### src/rtl/bitmap_text_renderer_pkg.sv
// Shared definitions for the banner renderer: screen geometry, scale
// encodings, image indices, blink FSM states and the scale-to-shift helper.
package bitmap_text_renderer_pkg;

  localparam int unsigned H_VISIBLE = 640;
  localparam int unsigned V_VISIBLE = 480;
  localparam int unsigned DEF_PIX_W = 10;

  // Image indices inside the banner ROM
  localparam int unsigned IMG_TURN = 0;
  localparam int unsigned IMG_WIN  = 1;
  localparam int unsigned IMG_LOSE = 2;

  typedef enum logic [1:0] {
    SCALE_1X     = 2'd0,
    SCALE_2X     = 2'd1,
    SCALE_4X     = 2'd2,
    SCALE_4X_ALT = 2'd3
  } scale_e;

  typedef enum logic {
    BLINK_ON  = 1'b0,
    BLINK_OFF = 1'b1
  } blink_state_e;

  // Map the scale code to a left/right shift amount; code 3 aliases 4x
  function automatic logic [1:0] scale_shift(input logic [1:0] scale);
    logic [1:0] sh;
    case (scale)
      SCALE_1X: sh = 2'd0;
      SCALE_2X: sh = 2'd1;
      default:  sh = 2'd2;
    endcase
    return sh;
  endfunction

endpackage

### src/rtl/bitmap_blink_ctrl.sv
// Frame-counting blink controller for the banner renderer.
// Ports:
//   clk, reset  - clock, synchronous active-high reset
//   frame_tick  - one-cycle pulse per frame; advances the frame counter
//   blink_en    - blink enable; while low the banner is always visible
//   vis_c       - banner visibility (combinational from state and blink_en)
module bitmap_blink_ctrl
  import bitmap_text_renderer_pkg::*;
#(
  parameter int unsigned BLINK_FRAMES = 30
) (
  input  logic clk,
  input  logic reset,
  input  logic frame_tick,
  input  logic blink_en,
  output logic vis_c
);

  localparam int unsigned FCNT_W = (BLINK_FRAMES > 1) ? $clog2(BLINK_FRAMES) : 1;
  localparam logic [FCNT_W-1:0] FCNT_LAST = FCNT_W'(BLINK_FRAMES - 1);

  logic [FCNT_W-1:0] fcnt;
  blink_state_e      state;

  // Disabling blink parks the counter so re-enabling starts a full ON half-period
  always_ff @(posedge clk) begin
    if (reset || !blink_en) begin
      fcnt  <= '0;
      state <= BLINK_ON;
    end else if (frame_tick) begin
      if (fcnt == FCNT_LAST) begin
        fcnt  <= '0;
        state <= (state == BLINK_ON) ? BLINK_OFF : BLINK_ON;
      end else begin
        fcnt <= fcnt + FCNT_W'(1);
      end
    end
  end

  assign vis_c = (state == BLINK_ON) | ~blink_en;

endmodule

### src/rtl/bitmap_text_renderer.sv
// Monochrome bitmap banner renderer with frame-synchronous attributes,
// integer scaling (1x/2x/4x) and blinking. Two-cycle latency from
// pixel_x/pixel_y to pixel_on/in_region; rom_addr is combinational and the
// external ROM returns data one cycle later.
// Ports:
//   clk, reset          - clock, synchronous active-high reset
//   video_on            - visible-area flag from the sync generator
//   pixel_x, pixel_y    - current beam position
//   frame_tick          - start-of-vblank pulse; latches the attribute inputs
//   origin_x, origin_y  - requested banner top-left corner
//   img_sel, scale      - requested image index and scale code
//   show, blink_en      - banner enable, blink enable
//   rom_addr, rom_data  - banner ROM interface (row per address, MSB leftmost)
//   pixel_on, in_region - registered banner pixel and rectangle flag
module bitmap_text_renderer
  import bitmap_text_renderer_pkg::*;
#(
  parameter int unsigned IMG_W        = 80,
  parameter int unsigned IMG_H        = 44,
  parameter int unsigned NUM_IMG      = 4,
  parameter int unsigned ADDR_W       = 8,
  parameter int unsigned PIX_W        = DEF_PIX_W,
  parameter int unsigned BLINK_FRAMES = 30
) (
  input  logic              clk,
  input  logic              reset,
  input  logic              video_on,
  input  logic [PIX_W-1:0]  pixel_x,
  input  logic [PIX_W-1:0]  pixel_y,
  input  logic              frame_tick,
  input  logic [PIX_W-1:0]  origin_x,
  input  logic [PIX_W-1:0]  origin_y,
  input  logic [1:0]        img_sel,
  input  logic [1:0]        scale,
  input  logic              show,
  input  logic              blink_en,
  output logic [ADDR_W-1:0] rom_addr,
  input  logic [IMG_W-1:0]  rom_data,
  output logic              pixel_on,
  output logic              in_region
);

  localparam int unsigned COL_W = $clog2(IMG_W);
  // Two extra bits so the 4x limits never overflow
  localparam int unsigned LIM_W = PIX_W + 2;

  logic [PIX_W-1:0] org_x_s;
  logic [PIX_W-1:0] org_y_s;
  logic [1:0]       img_s;
  logic [1:0]       scale_s;
  logic             show_s;

  logic [1:0]       sh;
  logic [PIX_W-1:0] rel_x;
  logic [PIX_W-1:0] rel_y;
  logic [LIM_W-1:0] lim_x;
  logic [LIM_W-1:0] lim_y;
  logic             img_ok;
  logic             hit_c;
  logic [PIX_W-1:0] row;
  logic [PIX_W-1:0] col;

  logic             hit_d;
  logic [COL_W-1:0] col_d;
  logic [COL_W-1:0] bit_idx;
  logic             vis;

  // Attribute shadows: only updated on frame_tick to avoid mid-frame tearing
  always_ff @(posedge clk) begin
    if (reset) begin
      org_x_s <= '0;
      org_y_s <= '0;
      img_s   <= '0;
      scale_s <= '0;
      show_s  <= 1'b0;
    end else if (frame_tick) begin
      org_x_s <= origin_x;
      org_y_s <= origin_y;
      img_s   <= img_sel;
      scale_s <= scale;
      show_s  <= show;
    end
  end

  // Stage 0: hit test and ROM row address. Pixels left/above the origin
  // wrap to large unsigned offsets and fail the bounds check.
  always_comb begin
    rom_addr = '0;
    sh       = scale_shift(scale_s);
    rel_x    = pixel_x - org_x_s;
    rel_y    = pixel_y - org_y_s;
    lim_x    = LIM_W'(IMG_W) << sh;
    lim_y    = LIM_W'(IMG_H) << sh;
    img_ok   = 32'(img_s) < NUM_IMG;
    hit_c    = video_on & show_s & img_ok &
               (LIM_W'(rel_x) < lim_x) & (LIM_W'(rel_y) < lim_y);
    row      = rel_y >> sh;
    col      = rel_x >> sh;
    if (hit_c) begin
      rom_addr = ADDR_W'(img_s) * ADDR_W'(IMG_H) + ADDR_W'(row);
    end
  end

  // Stage 1: carry hit and column alongside the ROM access
  always_ff @(posedge clk) begin
    if (reset) begin
      hit_d <= 1'b0;
      col_d <= '0;
    end else begin
      hit_d <= hit_c;
      col_d <= hit_c ? COL_W'(col) : '0;
    end
  end

  // col_d is zero whenever hit_d is low, so the index always stays in range
  assign bit_idx = COL_W'(IMG_W - 1) - col_d;

  // Stage 2: select the pixel from the ROM row
  always_ff @(posedge clk) begin
    if (reset) begin
      in_region <= 1'b0;
      pixel_on  <= 1'b0;
    end else begin
      in_region <= hit_d;
      pixel_on  <= hit_d & vis & rom_data[bit_idx];
    end
  end

  bitmap_blink_ctrl #(
    .BLINK_FRAMES(BLINK_FRAMES)
  ) u_blink (
    .clk       (clk),
    .reset     (reset),
    .frame_tick(frame_tick),
    .blink_en  (blink_en),
    .vis_c     (vis)
  );

endmodule
### config.mk
export PLATFORM = sky130hd
export DESIGN_NAME = bitmap_text_renderer
export DESIGN_NICKNAME = d
export VERILOG_FILES = /design/src/rtl/bitmap_text_renderer_pkg.sv /design/src/rtl/bitmap_blink_ctrl.sv /design/src/rtl/bitmap_text_renderer.sv
export SDC_FILE = /design/constraint.sdc
export NUM_CORES = 1
export LEC_CHECK = 0
export ABC_AREA = 1
export BUFFER_PORTS_ARGS = -buffer_cell sky130_fd_sc_hd__buf_4
export CORE_MARGIN = 2
export CORE_UTILIZATION = 49
export DETAILED_ROUTE_END_ITERATION = 7
export HOLD_SLACK_MARGIN = 0.02
export PLACE_DENSITY = 0.79
export SETUP_SLACK_MARGIN = 0.05
export SYNTH_ARGS = -nofsm -noshare
export SYNTH_HDL_FRONTEND = slang
export SYNTH_SLANG_ARGS = --single-unit
### constraint.sdc
create_clock -name clk -period 3.8 [get_ports clk]
set_clock_uncertainty 0.05 [all_clocks]
set_input_delay 0.19 -clock clk [delete_from_list [all_inputs] [get_ports clk]]
set_output_delay 0.19 -clock clk [all_outputs]
set_load 0.005 [all_outputs]
Word-level counts from Yosys, hierarchy flattened
Index checks and enable logic that the tools add are counted.
{ "totals": {"ff_bits": 41, "latchBits": 0, "ram_bits": 0, "mem_bits_ro": 0, "in_bits": 130, "output_inout_bits": 10, "wordCells": 46, "mem_count": 0} }
{ "op_classes": {"add_sub_neg": 5, "multipliers": 1, "n_div": 0, "n_lt_le_gt_ge": 3, "eq_ne": 2, "shift": 4, "n_mux": 6, "n_bitwise": 9, "reduce_logical": 5} }
{ "op_table": {"columns": ["cell", "count"], "rows": [
  ["< comparator 10 x 12 -> 1 bit", 2],
  ["subtractor 10 bit", 2],
  ["left shift 6 x 2 -> 12 bit, first input constant", 1],
  ["left shift 7 x 2 -> 12 bit, first input constant", 1],
  [">> shifter 10 x 2 -> 7 bit", 1],
  [">> shifter 10 x 2 -> 8 bit", 1],
  ["adder 8 bit", 1],
  ["< comparator 7 x 8 -> 1 bit, second input constant", 1],
  ["two-way mux 8 bit", 1],
  ["binary-select mux 1 bit (select 7 bit)", 1],
  ["subtractor 7 bit, first input constant", 1],
  ["multiplier 2 x 4 -> 6 bit, second input constant", 1],
  ["adder 5 x 1 -> 5 bit, second input constant", 1],
  ["bitwise AND 1 bit", 5],
  ["== test 5 bit, second input constant", 1],
  ["two-way mux 5 bit", 1],
  ["one-hot mux 2 bit (2 select lines)", 1],
  ["NOT 1 bit", 3],
  ["== test 2 x 1 -> 1 bit, second input constant", 1],
  ["zero test 2 bit", 1],
  ["two-way mux 1 bit", 2],
  ["AND reduction 2 bit", 1],
  ["OR reduction 2 bit", 1],
  ["zero test 1 bit", 1],
  ["other kinds (2)", 2]
]} }

Longest topological paths before layout
Gate-level depths: netlist of the first run.
{ "logic_depth": {"word_depth": 8, "depth_mapped": 22} }

Hierarchy
From an unflattened synthesis of the first run, not the netlist that was laid out.
{ "unflattened": {"hier_cells": 697, "hier_area_um2": 4162.7} }
{ "modules_own_cells": {"columns": ["mod", "n_inst", "cells_each", "area_each_um2", "seq_area_each_um2"], "rows": [
  ["bitmap_text_renderer", 1, 654, 3860.0, 700.7],
  ["bitmap_blink_ctrl", 1, 43, 302.8, 120.1]
]} }

Worst setup path before layout of the first run
Ideal clock, no wire load.
{ "synth_timing": {"kind": "register to output", "from": "register org_y_s[0]", "to": "output port rom_addr[7]", "arrival_ps": 2689, "slack_ps": 871, "stages_incl_launch_ff": 21, "n_path_buf": 0, "path_cell_list": "dfxtp_1 -> ha_1 -> fa_1 -> nand3b_1 -> nand3_1 -> nand3_1 -> nand3_1 -> xor2_1 -> inv_1 -> ha_1 -> nand2_1 -> nor2_1 -> nand2_1 -> inv_1 -> o21ai_0 -> nand3_1 -> nor2_4 -> nand2_4 -> inv_1 -> nand2_1 -> nor2_1"} }
{ "synth_between": {"elab_chain_len": 4, "elab_cells_between_ends": 6} }
{ "synth_lines": {"columns": ["item", "line_no", "source"], "rows": [
  ["from (decl)", "bitmap_text_renderer.sv:48", "logic [PIX_W-1:0] org_y_s;"],
  ["from (signal assigned)", "bitmap_text_renderer.sv:78", "org_y_s <= origin_y;"],
  ["subtractor 10 bit *", "bitmap_text_renderer.sv:91", "rel_y = pixel_y - org_y_s;"],
  [">> shifter 10 x 2 -> 8 bit or < comparator 10 x 12 -> 1 bit (tied branches)", "bitmap_text_renderer.sv:97, bitmap_text_renderer.sv:96", null],
  ["adder 8 bit or bitwise AND 1 bit (tied branches)", "bitmap_text_renderer.sv:100, bitmap_text_renderer.sv:96", null],
  ["two-way mux 8 bit *", "bitmap_text_renderer.sv:99", "if (hit_c) begin"],
  ["to (decl)", "bitmap_text_renderer.sv:37", "output logic [ADDR_W-1:0] rom_addr,"]
]} }
Mark *: on every way between the ends. The rest lies on a longest branch, timed or not.

Final worst setup path of the first run
Ends and elaborated chain as after synthesis.

==> flow_metrics.tcl, run 1 <==
set metrics [dict create \
    synth_nets 820 \
    yosys.area.top_type "dfxtp_1" \
    hold_viol 0 \
    finalCritPeriodShare 0.925 \
    syn_avg_cell_area_um2 6.16 \
    p_per_area_nw_per_um2 276 \
    grt_util_met1 0.294 \
    p_leak_uw 0.00272 \
    power_frac_seq 0.317 \
    dp_worst_setup_slack_ns 0.462 \
    coreArea_um2 7810 \
    antenna_found_initial 0 \
    netlist_area_um2 3980 \
    clk-insertion-delay-late_ns 0.30 \
    end_kind "output pin" \
    die_w_um 94.2 \
    htreeDepth 2 \
    viasPerCell 5.13 \
    drive_above_1_share 0.233 \
    clkSinkCount 41 \
    hold_class "input port to register" \
    io_buffer_count 139 \
    vias 4506 \
    track_usage 0.240 \
    final_common_cell "nand2_1" \
    maxCapViolations 0 \
    p_total_uw 1450 \
    slew_headroom 0.494 \
    synth_edf_count 0 \
    ioPinCount 140 \
    first_pass_iters 5 \
    clock.fmax_mhz 285 \
    first_iter_violations 142 \
    grt_pass1_wl_um 17500 \
    synth_top_area_frac 0.206 \
    worstSetupPathType "register to output pin" \
    diodes 0 \
    switching_share 0.358 \
    routabilityCongestion 0.926 \
    synth-async-reset-ratio 0 \
    busiest_layer "met2" \
    rows 32 \
    worst_slack_ns 0.286 \
    fin_nets 949 \
    r2r_slack_ns 0.66 \
    routedWlPerCell_um 12.2 \
    cts_root_buffer "clkbuf_8" \
    groute.layer.met3.usage 0.0433 \
    postPlaceCellArea_um2 5080 \
    finalCriticalPeriod_ns 3.51 \
    routed_wl_um 10700 \
    rsz0062_at_grt "false" \
    numCtsBuffers 5 \
    startpoint_type "register" \
    fin_area_um2 5270 \
    synth_seq_cells 41 \
    synth_cells 646 \
    initial_core_util 0.510 \
    ant_nets 0 \
    ys_seq_area_frac 0.206 \
    syn_to_final_growth_pct 32.2 \
    dp_hpwl_um 8520 \
    power_switching_uw 521 \
    clk_pin_slew_ns 0.09 \
    finalSetupTns_ns 0 \
    path_max_fanout 3 \
    arrival_ns 3.27 \
    power_frac_clock 0.251 \
    cts_tree "yes" \
    fillers 717 \
    vdd_drop_max_mv 0.284 \
    status "finished clean" \
    synth_area_leaders "dfxtp_1, nand2_1, ha_1" \
    final_cell_mix "nand2_1, buf_4, inv_1" \
    die-area_um2 8870 \
    tightestPinTransition_ns 0.758 \
    drc 0 \
    met2_usage 0.420 \
    power.internal_uw 932 \
    yosys_warnings 0 \
    grt_overflow 0 \
    synthFlopType "dfxtp_1" \
    combPwrFrac 0.432 \
    cp.required_ns 3.56 \
    first_global_vias 4176 \
    synth.distinct_cells 37 \
    grt_max_degree 45 \
    die_height_um 94.2 \
    ctsHoldBuffers 0 \
    cts_buffer_depth 2 \
    finalSetupViolations 0 \
    whs_ns 0.0391 \
    final_max_slew_viol_count 0 \
]
## repair_timing
action	CTS	global route
setup endpoints to repair	0	8
gates resized for setup	0	11
buffers inserted	0	3
## cells by family (layout without fill, tap and decap cells)
logic type      Yosys count  after routing  synth area share
flops                    41             41             0.206
buf+inv                 118            248             0.113
simple gates            313            313             0.341
other cells               1              1          0.000942
compound gates          111            111             0.155
fa+ha+maj                44             44             0.144
xor+xnor                 18             18            0.0396
## worst max-delay path, stage by stage, from the launching register on
cell and delay, ns:
dfxtp_1 0.33, ha_2 0.19, fa_2 0.35, nand3b_1 0.17, nand3_2 0.10, nand3_1 0.10
nand3_2 0.11, xor2_2 0.18, inv_1 0.09, o22ai_1 0.12, nor2_1 0.06, ha_1 0.32
nand2_1 0.07, inv_1 0.05, nand4_1 0.07, nand3_1 0.09, xnor2_1 0.16, inv_1 0.07
nand3_1 0.08, nand2_1 0.05, nor2_1 0.08, buf_4 0.11
## metrics by stage
step                utilization  instances
floorplan                     -        646
global placement          0.651        867
detailed placement        0.651        867
CTS                       0.666        875
global route              0.675        878
finish                    0.675        878
## power groups by stage
stage                     Clock, uW  Sequential, uW  Combinational (uW)
after CTS                       373             460                 605
final                           365             460                 627
after global routing            388             463                 715
after floorplan                   0             466                 404
after detailed placement          0             470                 601
after global placement            0             470                 586
## state kept, by name, indices dropped and copies added (netlist names)
signal,cells
col_d,7
hit_d,1
img_s,2
in_region,1
org_x_s,10
org_y_s,10
pixel_on,1
scale_s,2
show_s,1
u_blink.fcnt,5
u_blink.state,1
## final timing paths
path,startpoint,endpoint,cells after the start
setup reg to reg,org_y_s[0],col_d[5],21
hold / removal,reset,hit_d,2
setup / recovery,org_y_s[0],rom_addr[7],21
hold reg to reg,hit_d,in_region,2
## Yosys cell counts, drive strengths merged, types with 2 or more instances
library cell and instances:
a21o 2, a21oi 40, a22oi 2, a31oi 2, buf 7, clkbuf 17, clkinv 3, dfxtp 41
fa 3, ha 41, inv 91, nand2 155, nand3 70, nand3b 3, nand4 5, nor2 66
nor3 8, nor3b 2, o211ai 4, o21ai 47, o221ai 6, o22ai 6, or2 3, xnor2 7
xor2 11
## layout make-up
type | instances | area (um^2) | share of cell area
multi-input combinational | 487 | 2760 | 0.523
timing repair buffer | 146 | 1100 | 0.208
sequential | 41 | 821 | 0.156
inverter | 94 | 353 | 0.0670
tap | 102 | 128 | 0.0242
clock buffer | 5 | 68.8 | 0.0131
clock inverter | 3 | 43.8 | 0.00832
## per-layer routing
metal	vias to the layer above	routed length (um)
met5	-	0
met4	0	158
met3	15	676
met2	150	5080
met1	1985	4760
li1	2356	-
Power figures use the tool's default switching activity.
==> run 2, diff against run 1 <==
--- a/config.mk
+++ b/config.mk
@@ -8,10 +8,10 @@
 export ABC_AREA = 1
 export BUFFER_PORTS_ARGS = -buffer_cell sky130_fd_sc_hd__buf_4
 export CORE_MARGIN = 2
-export CORE_UTILIZATION = 49
+export CORE_UTILIZATION = 51
 export DETAILED_ROUTE_END_ITERATION = 7
 export HOLD_SLACK_MARGIN = 0.02
-export PLACE_DENSITY = 0.79
+export PLACE_DENSITY = 0.81
 export SETUP_SLACK_MARGIN = 0.05
 export SYNTH_ARGS = -nofsm -noshare
 export SYNTH_HDL_FRONTEND = slang
==> run 2 against run 1 <==
Worst hold slack lost 0.0032 ns. Cell count down 0.11%. Total power rose by 0.62%. Global-route usage up 1.5 points. Fmax shrank 0.95%. Sequential power barely moved. Utilization is 1.7 points higher. Wire length rose by 2.9%. Non-clock buffer count decreased by 1. Sequential share of layout area decreased by 0.063 points. Register-to-register slack improved by 0.12 ns. Worst setup slack got worse by 0.034 ns.
==> flow_metrics.tcl, run 2 (synthesis gave the netlist of run 1 again) <==
set metrics [dict create \
    fin_nets 948 \
    final_common_cell "nand2_1" \
    finalSetupViolations 0 \
    clkSinkCount 41 \
    status "finished clean" \
    drc 0 \
    die_w_um 92.4 \
    rows 32 \
    grt_overflow 0 \
    die-area_um2 8530 \
    first_pass_iters 5 \
    worst_path_largest_cell_delay_ns 0.35 \
    worstSetupPathType "register to output pin" \
    grt_pass1_wl_um 18200 \
    critPathTopFamily "adder cells" \
    grt_max_degree 38 \
    hold_viol 0 \
    clk-insertion-delay-late_ns 0.30 \
    fillers 667 \
    cp.required_ns 3.56 \
    ioPinCount 140 \
    ant_nets 0 \
    reg2regPathDepth 21 \
    p_leak_uw 0.00271 \
    routabilityCongestion 0.894 \
    first_iter_violations 211 \
    vias 4564 \
    path_max_fanout 5 \
    io_buffer_count 139 \
    numCtsBuffers 5 \
    viasPerCell 5.20 \
    finalCriticalPeriod_ns 3.55 \
    hold_depth 2 \
    critPathBufInv 2 \
    cts_tree "yes" \
    initial_core_util 0.521 \
    routedWlPerCell_um 12.5 \
    syn_to_final_growth_pct 32.8 \
    slowest_stage "fa_2" \
    end_kind "output pin" \
    clock.fmax_mhz 282 \
    maxCapViolations 0 \
    dp_hpwl_um 8450 \
    coreArea_um2 7650 \
    htreeDepth 2 \
    diodes 0 \
    vdd_drop_max_mv 0.223 \
    final_max_slew_viol_count 0 \
    final_cells 877 \
    track_usage 0.255 \
    rsz0062_at_grt "false" \
    cts_buffer_depth 2 \
    final_cell_mix "nand2_1, buf_4, inv_1" \
    finalSetupTns_ns 0 \
    tightestPinTransition_ns 0.740 \
    path_depth 17 \
    drive_above_1_share 0.235 \
    antenna_found_initial 0 \
    cp_cell_sequence "ha_4, fa_2, nand3b_1, nand3_2, xor2_1, o22ai_1, a21oi_1, ha_1, a21o_1, nand2_1, nand3_1, xnor2_1, inv_1, nand3_1, nand2_1, nor2_1, buf_4" \
    reg_top3 "org_x_s x10, org_y_s x10, col_d x7" \
    startpoint_type "register" \
    clk_pin_slew_ns 0.09 \
    slew_headroom 0.506 \
    routed_wl_um 11000 \
    hold_class "input port to register" \
    p_per_area_nw_per_um2 276 \
    cts_root_buffer "clkbuf_8" \
    placedCellCount 867 \
    finalCritPeriodShare 0.934 \
    p_total_uw 1460 \
    arrival_ns 3.31 \
    die_height_um 92.4 \
    first_global_vias 4273 \
]
==> run 2: area by class of cell <==
| type | instances | area [um^2] | share of cell area |
|---|---|---|---|
| clock buffer | 5 | 68.8 | 0.0130 |
| clock inverter | 3 | 46.3 | 0.00876 |
| inverter | 94 | 353 | 0.0667 |
| multi-input combinational | 487 | 2780 | 0.526 |
| sequential | 41 | 821 | 0.155 |
| tap | 102 | 128 | 0.0241 |
| timing repair buffer | 145 | 1090 | 0.206 |
==> run 2: stage by stage <==
stage          hold slack, ns  area [um^2]  worst slack, ns  utilization
4_1_cts                0.0357         5200            0.157        0.680
3_3_place_gp            0.363         5080            0.587        0.665
6_report               0.0359         5290            0.252        0.691
5_1_grt                0.0330         5290           0.0300        0.691
2_1_floorplan           0.212         3980            0.871            -
3_5_place_dp            0.354         5080            0.498        0.665
==> run 2: timing repair <==
item | 4_1_cts | 5_1_grt
hold buffers | 0 | 0
gates resized for setup | 0 | 15
setup buffers | 0 | 2
setup endpoints to repair | 0 | 8
==> run 2: routing by layer <==
metal  up-vias  wire length (um)  global-route usage
met1      2011              4540               0.303
met3        21               885              0.0488
li1       2355                 -                   -
met5         -                 0                   0
met4         0               231              0.0858
met2       177              5330               0.457
==> run 2: worst paths after layout <==
kind                                 start     endpoint  slack [ns]
worst max register to register  org_x_s[0]     col_d[5]        0.78
worst min-delay path                 reset        hit_d        0.04
worst max-delay path            org_y_s[0]  rom_addr[7]        0.25
worst min register to register       hit_d    in_region        0.37
==> run 2: report_power, final <==
part / internal, uW / switching (uW) / leakage, uW / total [uW]
Sequential: 449 / 12.4 / 0.000337 / 462
Clock: 197 / 169 / 0.0000543 / 366
Combinational: 289 / 345 / 0.00232 / 634
Total: 935 / 526 / 0.00271 / 1460
